<file path="config.mk">
export PLATFORM = sky130hd
export DESIGN_NAME = count_occurrence_monitor
export DESIGN_NICKNAME = d
export VERILOG_FILES = /design/src/rtl/count_occurrence_monitor.sv
export SDC_FILE = /design/constraint.sdc
export NUM_CORES = 1
export LEC_CHECK = 0
export CORE_MARGIN = 2
export CORE_UTILIZATION = 54
export CTS_CLUSTER_SIZE = 16
export DETAILED_ROUTE_END_ITERATION = 8
export PLACE_DENSITY = 0.8
export SLEW_MARGIN = 20
export SYNTH_ARGS = -nofsm -noshare
export SYNTH_HDL_FRONTEND = slang
export SYNTH_SLANG_ARGS = --single-unit
</file>
<file path="constraint.sdc">
create_clock -name clk -period 2.7 [get_ports clk]
set_clock_uncertainty 0.05 [all_clocks]
set_input_delay 0.27 -clock clk [delete_from_list [all_inputs] [get_ports clk]]
set_output_delay 0.27 -clock clk [all_outputs]
set_load 0.005 [all_outputs]
</file>
<file path="src/rtl/count_occurrence_monitor.sv">
`default_nettype none
// ============================================================================
// count_occurrence_monitor : counts cycles where count == MAX_VALUE in a window
// Revision: 1.0
// ============================================================================
module count_occurrence_monitor #(
    parameter int               WIDTH       = 4,
    parameter logic [WIDTH-1:0] MAX_VALUE   = 4'b1111,
    parameter int               MAX_REPEATS = 5,
    parameter int               WINDOW      = 32
) (
    input  logic             clk,
    input  logic             reset,
    input  logic [WIDTH-1:0] count,
    input  logic             start,
    output logic             busy,
    output logic             done,
    output logic             pass,
    output logic             fail,
    output logic [7:0]       hits
);

    localparam logic [7:0]  C_REP_MAX   = 8'(MAX_REPEATS);
    localparam logic [8:0]  C_REP_LIMIT = 9'(MAX_REPEATS + 1);
    localparam logic [15:0] C_WIN_LOAD  = 16'(WINDOW);

    typedef enum logic [1:0] {
        ST_IDLE    = 2'd0,
        ST_OBSERVE = 2'd1,
        ST_VERDICT = 2'd2
    } state_t;

    state_t      state_q, state_d;
    logic [15:0] win_q, win_d;
    logic [7:0]  hits_q, hits_d;
    logic        pass_q, pass_d;
    logic        fail_q, fail_d;
    logic        done_q, done_d;
    logic        busy_q, busy_d;
    logic        is_hit;
    logic [8:0]  hit_cnt;

    always_comb begin
        state_d = state_q;
        win_d   = win_q;
        hits_d  = hits_q;
        pass_d  = pass_q;
        fail_d  = fail_q;
        done_d  = 1'b0;
        is_hit  = (count == MAX_VALUE);
        // One bit wider than hits so the limit is still detectable at 255
        hit_cnt = {1'b0, hits_q} + 9'd1;

        case (state_q)
            ST_IDLE, ST_VERDICT: begin
                if (start) begin
                    state_d = ST_OBSERVE;
                    win_d   = C_WIN_LOAD;
                    hits_d  = 8'd0;
                    pass_d  = 1'b0;
                    fail_d  = 1'b0;
                end
            end
            ST_OBSERVE: begin
                win_d = win_q - 16'd1;
                if (is_hit) begin
                    hits_d = hit_cnt[8] ? 8'hFF : hit_cnt[7:0];
                end
                if (is_hit && (hit_cnt == C_REP_LIMIT)) begin
                    state_d = ST_VERDICT;
                    win_d   = 16'd0;
                    fail_d  = 1'b1;
                    done_d  = 1'b1;
                end else if (win_q == 16'd1) begin
                    state_d = ST_VERDICT;
                    done_d  = 1'b1;
                    if ((hits_d != 8'd0) && (hits_d <= C_REP_MAX)) begin
                        pass_d = 1'b1;
                    end else begin
                        fail_d = 1'b1;
                    end
                end
            end
            default: state_d = ST_IDLE;
        endcase

        busy_d = (state_d == ST_OBSERVE);
    end

    always_ff @(posedge clk or negedge reset) begin
        if (!reset) begin
            state_q <= ST_IDLE;
            win_q   <= 16'd0;
            hits_q  <= 8'd0;
            pass_q  <= 1'b0;
            fail_q  <= 1'b0;
            done_q  <= 1'b0;
            busy_q  <= 1'b0;
        end else begin
            state_q <= state_d;
            win_q   <= win_d;
            hits_q  <= hits_d;
            pass_q  <= pass_d;
            fail_q  <= fail_d;
            done_q  <= done_d;
            busy_q  <= busy_d;
        end
    end

    assign busy = busy_q;
    assign done = done_q;
    assign pass = pass_q;
    assign fail = fail_q;
    assign hits = hits_q;

endmodule
`default_nettype wire

</file>
* Word level (Yosys, flattened, before mapping)
Index checks and enable logic that the tools add are counted.
** Word-level totals
- Register bits after elaboration :: 30
- Output and inout bits :: 12
** Operators by class
- $add $sub $neg :: 2
- $lt $le $gt $ge :: 1
- Equality and inequality tests :: 12
- Multiplexer cells :: 24
- Reductions and logical operators :: 9
** Operators with widths (number)
- $mux W16 :: 2
- $mux W8 :: 4
- $pmux W16 S2 :: 1
- $eq A16 B1 Y1 const B :: 1
- $pmux W8 S2 :: 1
- $sub A16 B1 Y16 const B :: 1
- $mux W1 :: 10
- $add A8 B1 Y9 const B :: 1
- $eq A9 B3 Y1 const B :: 1
- $le A8 B3 Y1 const B :: 1
- $ne A2 B2 Y1 const B :: 4
- $reduce_bool A8 Y1 :: 1
- $mux W2 :: 3
- $ne A3 B3 Y1 const B :: 2
- $reduce_and A5 Y1 :: 1
- $eq A2 B1 Y1 const B :: 2
- $eq A4 B4 Y1 const B :: 1
- $pmux W1 S2 :: 2
- $pmux W2 S2 :: 1
- $reduce_and A4 Y1 :: 1
- $eq A2 B2 Y1 const B :: 1
- $logic_and A1 B1 Y1 :: 2
- $logic_not A2 Y1 :: 1
- $reduce_and A2 Y1 :: 1
- other kinds (2) :: 2

* Depth between registers and ports, before layout
- Word-level depth :: 10
- Depth in mapped cells :: 8
- Gate-level depth less buffers :: 8

* Worst setup path after synthesis
OpenSTA, ideal clock, no wires.
- Kind :: reg2reg
- Start point :: register hits_q[0] (netlist: hits[0])
- End point :: register win_q[13]
- Library setup time :: 0.122 ns
- Arrival :: 2.189 ns
- Data required time :: 2.528 ns
- Path slack :: 0.339 ns
- Stages on the path, launching flop included :: 8
- Period minus slack after synthesis :: 2.361 ns
- Cell sequence :: dfrtp_1 > ha_1 > or3b_2 > o41ai_1 > nand4_1 > o31a_2 > buf_6 > a32o_1
** On the way
- Longest elaborated chain between the ends :: 5
** Ends and longest elaborated chain
- start, declared :: line 35 : logic [7:0] hits_q, hits_d;
- start signal, assigned :: line 102 : hits_q <= hits_d;
- $add A8 B1 Y9 :: line 52 : hit_cnt = {1'b0, hits_q} + 9'd1;
- $eq A9 B3 Y1 :: line 69 : if (is_hit && (hit_cnt == C_REP_LIMIT)) begin
- $logic_and A1 B1 Y1 :: line 69
- $mux W16 :: line 69
- $pmux W16 S2 :: line 54 : case (state_q)
- end signal, assigned :: line 101 : win_q <= win_d;
- end, declared :: line 34 : logic [15:0] win_q, win_d;
No other way between the ends.
A chain may end at the register's enable or synchronous reset.

* Final worst setup path
- Start point :: register hits_q[1] (netlist: hits[1])
- End point :: register win_q[11]
Same word-level chain as after synthesis.

==> metrics.cfg <==
[route]
postRouteAntennaNets=0
dr.first_iter.drc_count=250
dr.pass1.iters=4
drt-vias-per-instance=6.07
drt_wl_total_um=4100
drc=0
wl_per_cell_um=14.7
dr_total_vias=1699

[clock_tree]
post_cts_buffers=0
cts_resized=0
clk_path_buf_depth=2
cts_sinks=30
cts_tree=yes
htree_num_levels=2
clkLatencyLatePin_ns=0.34
clk_pin_slew_ns=0.10
hold_buffers=0
numCtsBuffers=5
root_buffer=clkbuf_4

[synth]
ys_types=54
synth_enable_flop_cells=0
yosysSeqAreaShare_pct=39.9
syn_inst=213
postSynth.asyncResetShare_pct=100
synth_flop_cell=dfrtp_1
syn-mean-instance-area_sq_um=8.83
syn_area_sq_um=1880
synth_seq_cells=30
yosys_warnings=0
syn_nets=224

[setup_path]
reg2reg_from=hits[1]$_DFFE_PN0P_
critPathMaxFanout=9
cp.required_ns=2.88
startpoint=hits[1]$_DFFE_PN0P_
endpoint_kind=flop
critPathLaunchType=flop
r2r_setup_slack_ns=0.19
ff2ff_path_depth=8
critical_path_class=reg -> reg
cp.arrival_ns=2.69
reg2reg_to=win_q[11]$_DFFE_PN0P_
critPathCapture=win_q[11]$_DFFE_PN0P_

[die]
die_w_um=63.0
num_rows=21
start_util_pct=56.4
dieArea_sq_um=3970
die_height_um=63.0
core-area_sq_um=3340
num_io_pins=19

[pwr]
clockPowerShare_pct=14.4
p_switching_w=0.000853
internal_power_w=0.00116
pwr-share-comb_pct=48.3
vdd_drop_max_uv=559
netSwitchingFraction_pct=42.3
power_frac_seq_pct=37.3
power.leakage_nw=0.920
power_density_nw_per_um2=932

[timing]
finalSetupViolCount=0
maxSlewViolCount=0
max-slew-margin-rel_pct=60.4
hold_ws_ns=0.255
worst_slew_pin_slew_ns=0.586
fmax_ghz=0.399
fin_tns_setup_ns=0
finalHoldViolations=0
fin_crit_ns=2.51
rsz0062_at_grt=no
period_share_pct=92.8

[layout]
final_layout_size_suffix_gt1_share_pct=11.1
area_growth_pct=14.8
area.sequential_sq_um=751
final_cell_area_sq_um=2160
final_common_cell=dfrtp_1
fill_cells=284
diodes=0
fin_nets=244
multi_input_area_sq_um=1030
final_cell_mix=dfrtp_1 (30), nor2_1 (21), nand2_1 (18), clkdlybuf4s50_1 (18), a21oi_1 (14)

[placement]
hpwl_um=2950
routabilityCongestion=0.948
port_buffers=18
place_area_sq_um=2100

[hold_path]
hold_path.class=in -> async

[global_routing]
antenna_found_initial=0
grt_pass1_wl_um=7220
grt_pass1_vias=1568
gr-usage-all-layers_pct=23.2
grt_max_degree=31
grt_overflow_total=0

[outcome]
outcome=finished, final reports clean

[job]
drv_cap=0

-- synth_stat cells (2+ instances only) --
library cell,number,area share [%]
o41ai_1,2,0.93
o22a_1,2,0.93
buf_2,3,0.80
clkbuf_1,4,0.80
nand2b_1,2,0.66
dfrtp_1,30,40
o21a_1,4,1.6
buf_6,2,1.2
a21o_1,2,0.80
a21oi_1,14,3.7
a211oi_1,2,0.80
mux2i_1,5,2.7
or3_2,2,0.80
nor3_1,13,3.5
nand4_1,4,1.3
ha_1,4,2.7
inv_1,7,1.4
a22o_1,7,3.3
o22ai_1,2,0.66
a31oi_1,6,2.0
or3_1,2,0.66
xor2_1,2,0.93
o21ai_0,13,3.5
nor2_1,21,4.2
nand2_1,18,3.6
nand3_1,8,2.1
and2_1,2,0.66
buf_4,3,1.2
and4_1,2,0.93
-- critical path, stage by stage, from the launching register on --
cell     delay (ns)
dfrtp_1        0.44
ha_1           0.30
or3b_2         0.46
o41ai_1        0.07
nand4_1        0.22
o31ai_4        0.38
buf_4          0.23
o21ai_2        0.06
a21o_1         0.19
-- registers in the layout, summed over array words and instances, names as in the netlist --
name     cells
win_q       16
pass         1
state_q      2
fail         1
busy         1
done         1
hits         8
-- routing by layer --
| layer | wire (um) | up-vias | global-route usage [%] |
|---|---|---|---|
| met3 | 258 | 16 | 4.32 |
| met2 | 1890 | 56 | 35.2 |
| met5 | 0 | - | 0 |
| met1 | 1840 | 797 | 31.5 |
| li1 | - | 830 | - |
| met4 | 115 | 0 | 12.2 |
-- worst min path at each step --
stage	slack, ns	start	depth (start not counted)	end
6_report	0.26	reset	2	hits[5]$_DFFE_PN0P_
5_1_grt	0.29	reset	2	state_q[1]$_DFF_PN0_
4_1_cts	0.27	reset	2	hits[6]$_DFFE_PN0P_
3_5_place_dp	0.41	win_q[10]$_DFFE_PN0P_	1	win_q[10]$_DFFE_PN0P_
3_3_place_gp	0.40	win_q[15]$_DFFE_PN0P_	1	win_q[15]$_DFFE_PN0P_
2_1_floorplan	-0.08	reset	0	busy$_DFF_PN0_
-- power by group through the flow --
stage	clock network (W)	registers, W	logic [W]
after floorplan	0	0.000729	0.000722
after global placement	0	0.000751	0.000954
after detailed placement	0	0.000757	0.000965
after CTS	0.000295	0.000749	0.000971
after global routing	0.000316	0.000774	0.00110
final	0.000290	0.000750	0.000973
-- cell type report --
class / count / share of cell area [%]
clock buffers: 6 / 2.37
clock inverters: 2 / 0.579
inverters: 7 / 1.22
multi-input cells: 164 / 47.7
flip-flops and latches: 30 / 34.7
well taps: 46 / 2.66
repair buffers: 25 / 10.8
-- cell families after synthesis --
logic type	count (synthesis)	synth area share (%)
AOI/OAI and AO/OA	66	24.3
muxes	5	2.66
and+or+nand+nor	85	23.1
buffers and inverters	19	5.39
xor gates and xnor gates	3	1.40
adders and majority gates	5	3.19
DFF	30	39.9
-- metrics by stage --
| stage | util [%] | worst slack (ns) | power [W] | instances |
|---|---|---|---|---|
| after CTS | 64.8 | 0.189 | 0.00202 | 280 |
| after global placement | 62.8 | 0.266 | 0.00171 | 272 |
| after floorplan | - | 0.339 | 0.00145 | 213 |
| after global routing | 64.8 | 0.0105 | 0.00219 | 280 |
| after detailed placement | 62.8 | 0.218 | 0.00172 | 272 |
| final | 64.8 | 0.194 | 0.00201 | 280 |
(Power assumes the default switching activity.)
==> patch 1, RTL diff (config.mk and constraints unchanged) <==
Change the parameter `WIDTH` from 4 to 5.
--- a/src/rtl/count_occurrence_monitor.sv
+++ b/src/rtl/count_occurrence_monitor.sv
@@ -5,5 +5,5 @@
 // ============================================================================
 module count_occurrence_monitor #(
-    parameter int               WIDTH       = 4,
+    parameter int               WIDTH       = 5,
     parameter logic [WIDTH-1:0] MAX_VALUE   = 4'b1111,
     parameter int               MAX_REPEATS = 5,
Interface: changed (resized count); port bits go from 19 to 20. The function was not compared with the original's and may differ.
==> patch 1 against the unedited design <==
  * Design area is 0.58% higher
  * Worst setup slack better by 0.16 ns
  * Global-route usage hardly changed
  * Count of clock-buffer cells in the layout is 1 lower
  * Wire length is 2.2% lower
  * Power is 16% lower
  * Die area is 0.87% lower
  * Area after synthesis is 0.93% lower
  * Sequential power is 3.1% lower
  * Non-clock buffer count is 5 higher
  * Critical path type unchanged
  * Sequential cell count stayed put
  * Critical endpoint is now win_q[14]
==> patch 1: results (changes against the unedited design) <==
Detailed routing
  • DRT Pass-1 Iters: 5 (was 4)
  • Wire per inst: 14.3 um (was 14.7 um)
  • Via count: 1,684 (was 1,699)
  • Drt initial violations: 114 (was 250)

Yosys
  • Post-synth top cells: dfrtp_1 (30), nand2_1 (21), nor2_1 (17) (was dfrtp_1 (30), nor2_1 (21), nand2_1 (18))
  • Post-synthesis sequential area ratio: 0.403 (was 0.399)
  • Top cells by area, synth: dfrtp_1 (40%), nand2_1 (4.2%), o21ai_0 (4.0%) (was dfrtp_1 (40%), nor2_1 (4.2%), a21oi_1 (3.7%))
  • Post-synth cell types: 49 (was 54)
  • Synth Net Count: 221 (was 224)

Layout
  • Share of cells above drive strength 1: 0.106 (was 0.111)
  • Max reg flops: 16 (unchanged)
  • Nets: 247 (was 244)
  • Fillers: 304 (was 284)

Critical path
  • CP Max Fanout: 26 (was 9)
  • Worst stage delay on the critical path: 0.47 ns
  • CP arrival: 2.53 ns (was 2.69 ns)
  • Critical path's slowest cell: dfrtp_1 (was or3b_2)

Clock tree
  • Clock slew at reported path FFs: 0.10 ns (about the same)
  • Cts repair resizes: 0 (unchanged)
  • Postcts setup bufs: 0 (unchanged)
  • CTS Root Cell: clkbuf_4 (unchanged)
  • Worst-skew pair later-pin latency: 0.33 ns

Run status
  • Outcome: completed (unchanged)

Hold path
  • Hold WC Path Type: input port to asynchronous set/reset pin (unchanged)

Global route
  • First-pass GRT wire length: 7330 um (was 7220 um)
  • Vias in the first global route: 1,545 (was 1,568)
  • GR Util All Layers: 0.233 (was 0.232)
  • Largest net degree at the start of global routing: 31 (unchanged)

Placed design
  • DP HPWL: 2930 um (was 2950 um)
  • Pre-CTS WS: 0.305 ns (was 0.218 ns)
  • Port Buf Inserts: 19 (was 18)
  • GPL Wtd Cong: 0.921 (was 0.948)

Power
  • Worst IR drop on VDD: 0.388 mV (was 0.559 mV)
  • Leak pwr: 0.983 nW (was 0.920 nW)

STA
  • Fin. max-slew vios: 0 (unchanged)
  • Max_slew headroom: 0.646 (was 0.604)
-- patch 1: final timing paths --
path,start,endpoint,slack (ns),cells past startpoint
worst max-delay path,hits[0],win_q[14],0.35,8
worst min-delay path,reset,win_q[6],0.26,2
worst max register to register,hits[0],win_q[14],0.35,8
worst min register to register,win_q[15],win_q[15],0.47,1
max in group asynchronous,reset,fail,2.05,2
min in group clk,win_q[15],win_q[15],0.47,1
-- patch 1: report_power, final --
| group | internal, mW | switching, mW | total, mW | leakage, nW |
|---|---|---|---|---|
| registers | 0.584 | 0.143 | 0.727 | 0.390 |
| logic | 0.352 | 0.377 | 0.730 | 0.562 |
| clock network | 0.0934 | 0.151 | 0.245 | 0.0308 |
| total | 1.03 | 0.672 | 1.70 | 0.983 |
-- patch 1: cells by family after synthesis --
| logic type | Yosys count | synth area share |
|---|---|---|
| AOI/OAI and AO/OA | 62 | 0.232 |
| xor gates and xnor gates | 3 | 0.0141 |
| adders and majority gates | 4 | 0.0268 |
| buffers and inverters | 14 | 0.0429 |
| DFF | 30 | 0.403 |
| muxes | 2 | 0.0134 |
| and+or+nand+nor | 94 | 0.268 |
-- patch 1: through the flow --
stage	std cells	instance area [um2]	power, mW	hold slack, ns	utilization
4_1_cts	281	2170	1.70	0.276	0.651
3_5_place_dp	274	2130	1.46	0.437	0.637
5_1_grt	281	2170	1.86	0.314	0.651
6_report	281	2170	1.70	0.262	0.651
3_3_place_gp	274	2130	1.43	0.428	0.637
2_1_floorplan	209	1860	1.23	-0.0756	-
-- patch 1: layout make-up --
class | count | area (um2) | area share
clock buffers | 5 | 37.5 | 0.0173
repair buffers | 30 | 273 | 0.126
flip-flops and latches | 30 | 751 | 0.345
clock inverters | 2 | 10.0 | 0.00461
well taps | 46 | 57.6 | 0.0265
inverters | 3 | 11.3 | 0.00518
multi-input cells | 165 | 1030 | 0.476
-- patch 1: layer usage --
metal	up-vias	GRT usage	share of wire	wire length [um]
met1	788	0.336	0.48	1910
met5	-	0	0	0
met2	65	0.352	0.45	1820
li1	824	-	-	-
met3	7	0.0360	0.058	233
met4	0	0.0889	0.012	49
==> patch 2, RTL diff (same flow settings) <==
Without the edit above. Put one more register stage on the output `hits`, without a reset. The value now appears one clock later. The other outputs are not delayed to match.
--- a/src/rtl/count_occurrence_monitor.sv
+++ b/src/rtl/count_occurrence_monitor.sv
@@ -112,5 +112,7 @@
     assign pass = pass_q;
     assign fail = fail_q;
-    assign hits = hits_q;
+    always_ff @(posedge clk) begin
+        hits <= hits_q;
+    end
 
 endmodule
Formal check against the unedited RTL: not equivalent (Yosys sat finds a counterexample within 4 cycles, from zero or initial values and one cycle with reset low).
==> patch 2 against the unedited design <==
  * Design area grew 10%
  * Non-clock buffer count decreased by 2
  * Highest routed layer unchanged
  * Wire length rose by 7.7%
  * Power increased by 12%
  * Critical path depth decreased by 1
  * Area after synthesis grew 10%
  * Worst setup slack improved by 0.066 ns
  * Sequential cell count is 8 higher
==> patch 2: results (changes against the unedited design) <==
Layout
  • Final Instance Count excl. Fillers: 297 (was 280)
  • Nets: 259 (was 244)
  • Fillers: 316 (was 284)
  • Share of cells above drive strength 1: 0.0763 (was 0.111)

Placed design
  • GPL Wtd Cong: 0.833 (was 0.948)
  • Port Buf Inserts: 18 (unchanged)
  • DP HPWL: 3030 um (was 2950 um)
  • Placed standard-cell area: 2280 um2 (was 2100 um2)
  • Pre-CTS WS: 0.318 ns (was 0.218 ns)

Global route
  • First-pass GRT wire length: 7540 um (was 7220 um)
  • Vias in the first global route: 1,534 (was 1,568)

Critical path
  • CP arrival: 2.56 ns (was 2.69 ns)
  • CP Max Fanout: 10 (was 9)

Clock tree
  • Clock slew at reported path FFs: 0.07 ns (was 0.10 ns)
  • CTS Root Cell: clkbuf_8 (was clkbuf_4)
  • Worst-skew pair later-pin latency: 0.29 ns (was 0.34 ns)

Floorplan
  • Starting Density: 0.563 (was 0.564)

Yosys
  • Post-synth cell types: 52 (was 54)
  • Asr flop ratio synth: 0.789 (was 1.00)
  • Post-synthesis sequential area ratio: 0.439 (was 0.399)
  • Yosys Warn Count: 0 (unchanged)
  • Synth Net Count: 244 (was 224)
  • Syn Inst Count: 233 (was 213)
  • Post-synth top cells: dfrtp_1 (30), nand2_1 (20), nor2_1 (20) (was dfrtp_1 (30), nor2_1 (21), nand2_1 (18))
  • Top cells by area, synth: dfrtp_1 (36%), dfxtp_1 (7.7%), a21oi_1 (4.3%) (was dfrtp_1 (40%), nor2_1 (4.2%), a21oi_1 (3.7%))

Detailed routing
  • Final WL: 4420 um (was 4100 um)
  • Drt initial violations: 134 (was 250)
  • Via count: 1,770 (was 1,699)

Power
  • Worst IR drop on VDD: 0.642 mV (was 0.559 mV)
  • Leak pwr: 0.949 nW (was 0.920 nW)

STA
  • Max_slew headroom: 0.494 (was 0.604)

Run status
  • Outcome: completed (unchanged)
==> patch 2: changes by cell type after synthesis, sizes merged, moves of 4 or more <==
cell   before  now
a22o        8    2
nand3       9   13
dfxtp       0    8
a21oi      14   18
nor3       13    8
==> patch 2: final timing paths <==
check                           cells after the start   endpoint  slack [ns]       from
worst min register to register                      1   win_q[8]        0.47   win_q[8]
worst max-delay path                                7       fail        0.26  hits_q[0]
worst max register to register                      7       fail        0.26  hits_q[0]
min in group clk                                    1   win_q[8]        0.47   win_q[8]
worst min-delay path                                2  hits_q[6]        0.31      reset
max in group asynchronous                           2  hits_q[5]        2.00      reset
==> patch 2: stage by stage <==
step	hold WS, ns	util
after floorplan	-0.0756	-
after global placement	0.449	0.619
after detailed placement	0.461	0.619
after CTS	0.329	0.644
after global routing	0.358	0.644
final	0.309	0.644
==> patch 2: worst max-delay path: stages, from the launching register on <==
cell     delay, ns
dfrtp_1       0.51
ha_1          0.40
nand2_1       0.16
or4_1         0.58
nand3_1       0.11
nand4_1       0.14
nor4_1        0.26
nor3_1        0.11
==> patch 2: routing by layer <==
metal	vias up	global-route usage	share of wire
li1	879	-	-
met1	830	0.343	0.48
met2	55	0.319	0.45
met3	6	0.0545	0.061
met4	0	0.0791	0.013
met5	-	0	0
==> patch 2: report_power, final <==
part / internal (mW) / total [mW] / switching [mW]
combinational: 0.408 / 0.932 / 0.525
clock: 0.206 / 0.398 / 0.192
sequential: 0.733 / 0.916 / 0.184
total: 1.35 / 2.25 / 0.900
==> patch 2: area by class of cell <==
cell class / count / area, um2 / area share
Clock buffer: 7 / 86.3 / 0.0363
Inverter: 8 / 30.0 / 0.0126
Sequential cell: 38 / 911 / 0.383
Multi-Input combinational cell: 172 / 1050 / 0.443
Timing Repair Buffer: 23 / 230 / 0.0969
Tap cell: 48 / 60.1 / 0.0253
Clock inverter: 1 / 5.00 / 0.00211
==> patch 2: logic make-up after synthesis <==
group	share of synthesized area
flops	0.439
mux	0.0289
simple gates	0.266
compound gates	0.184
fa+ha+maj	0.0241
buf+inv	0.0536
xor+xnor	0.00422
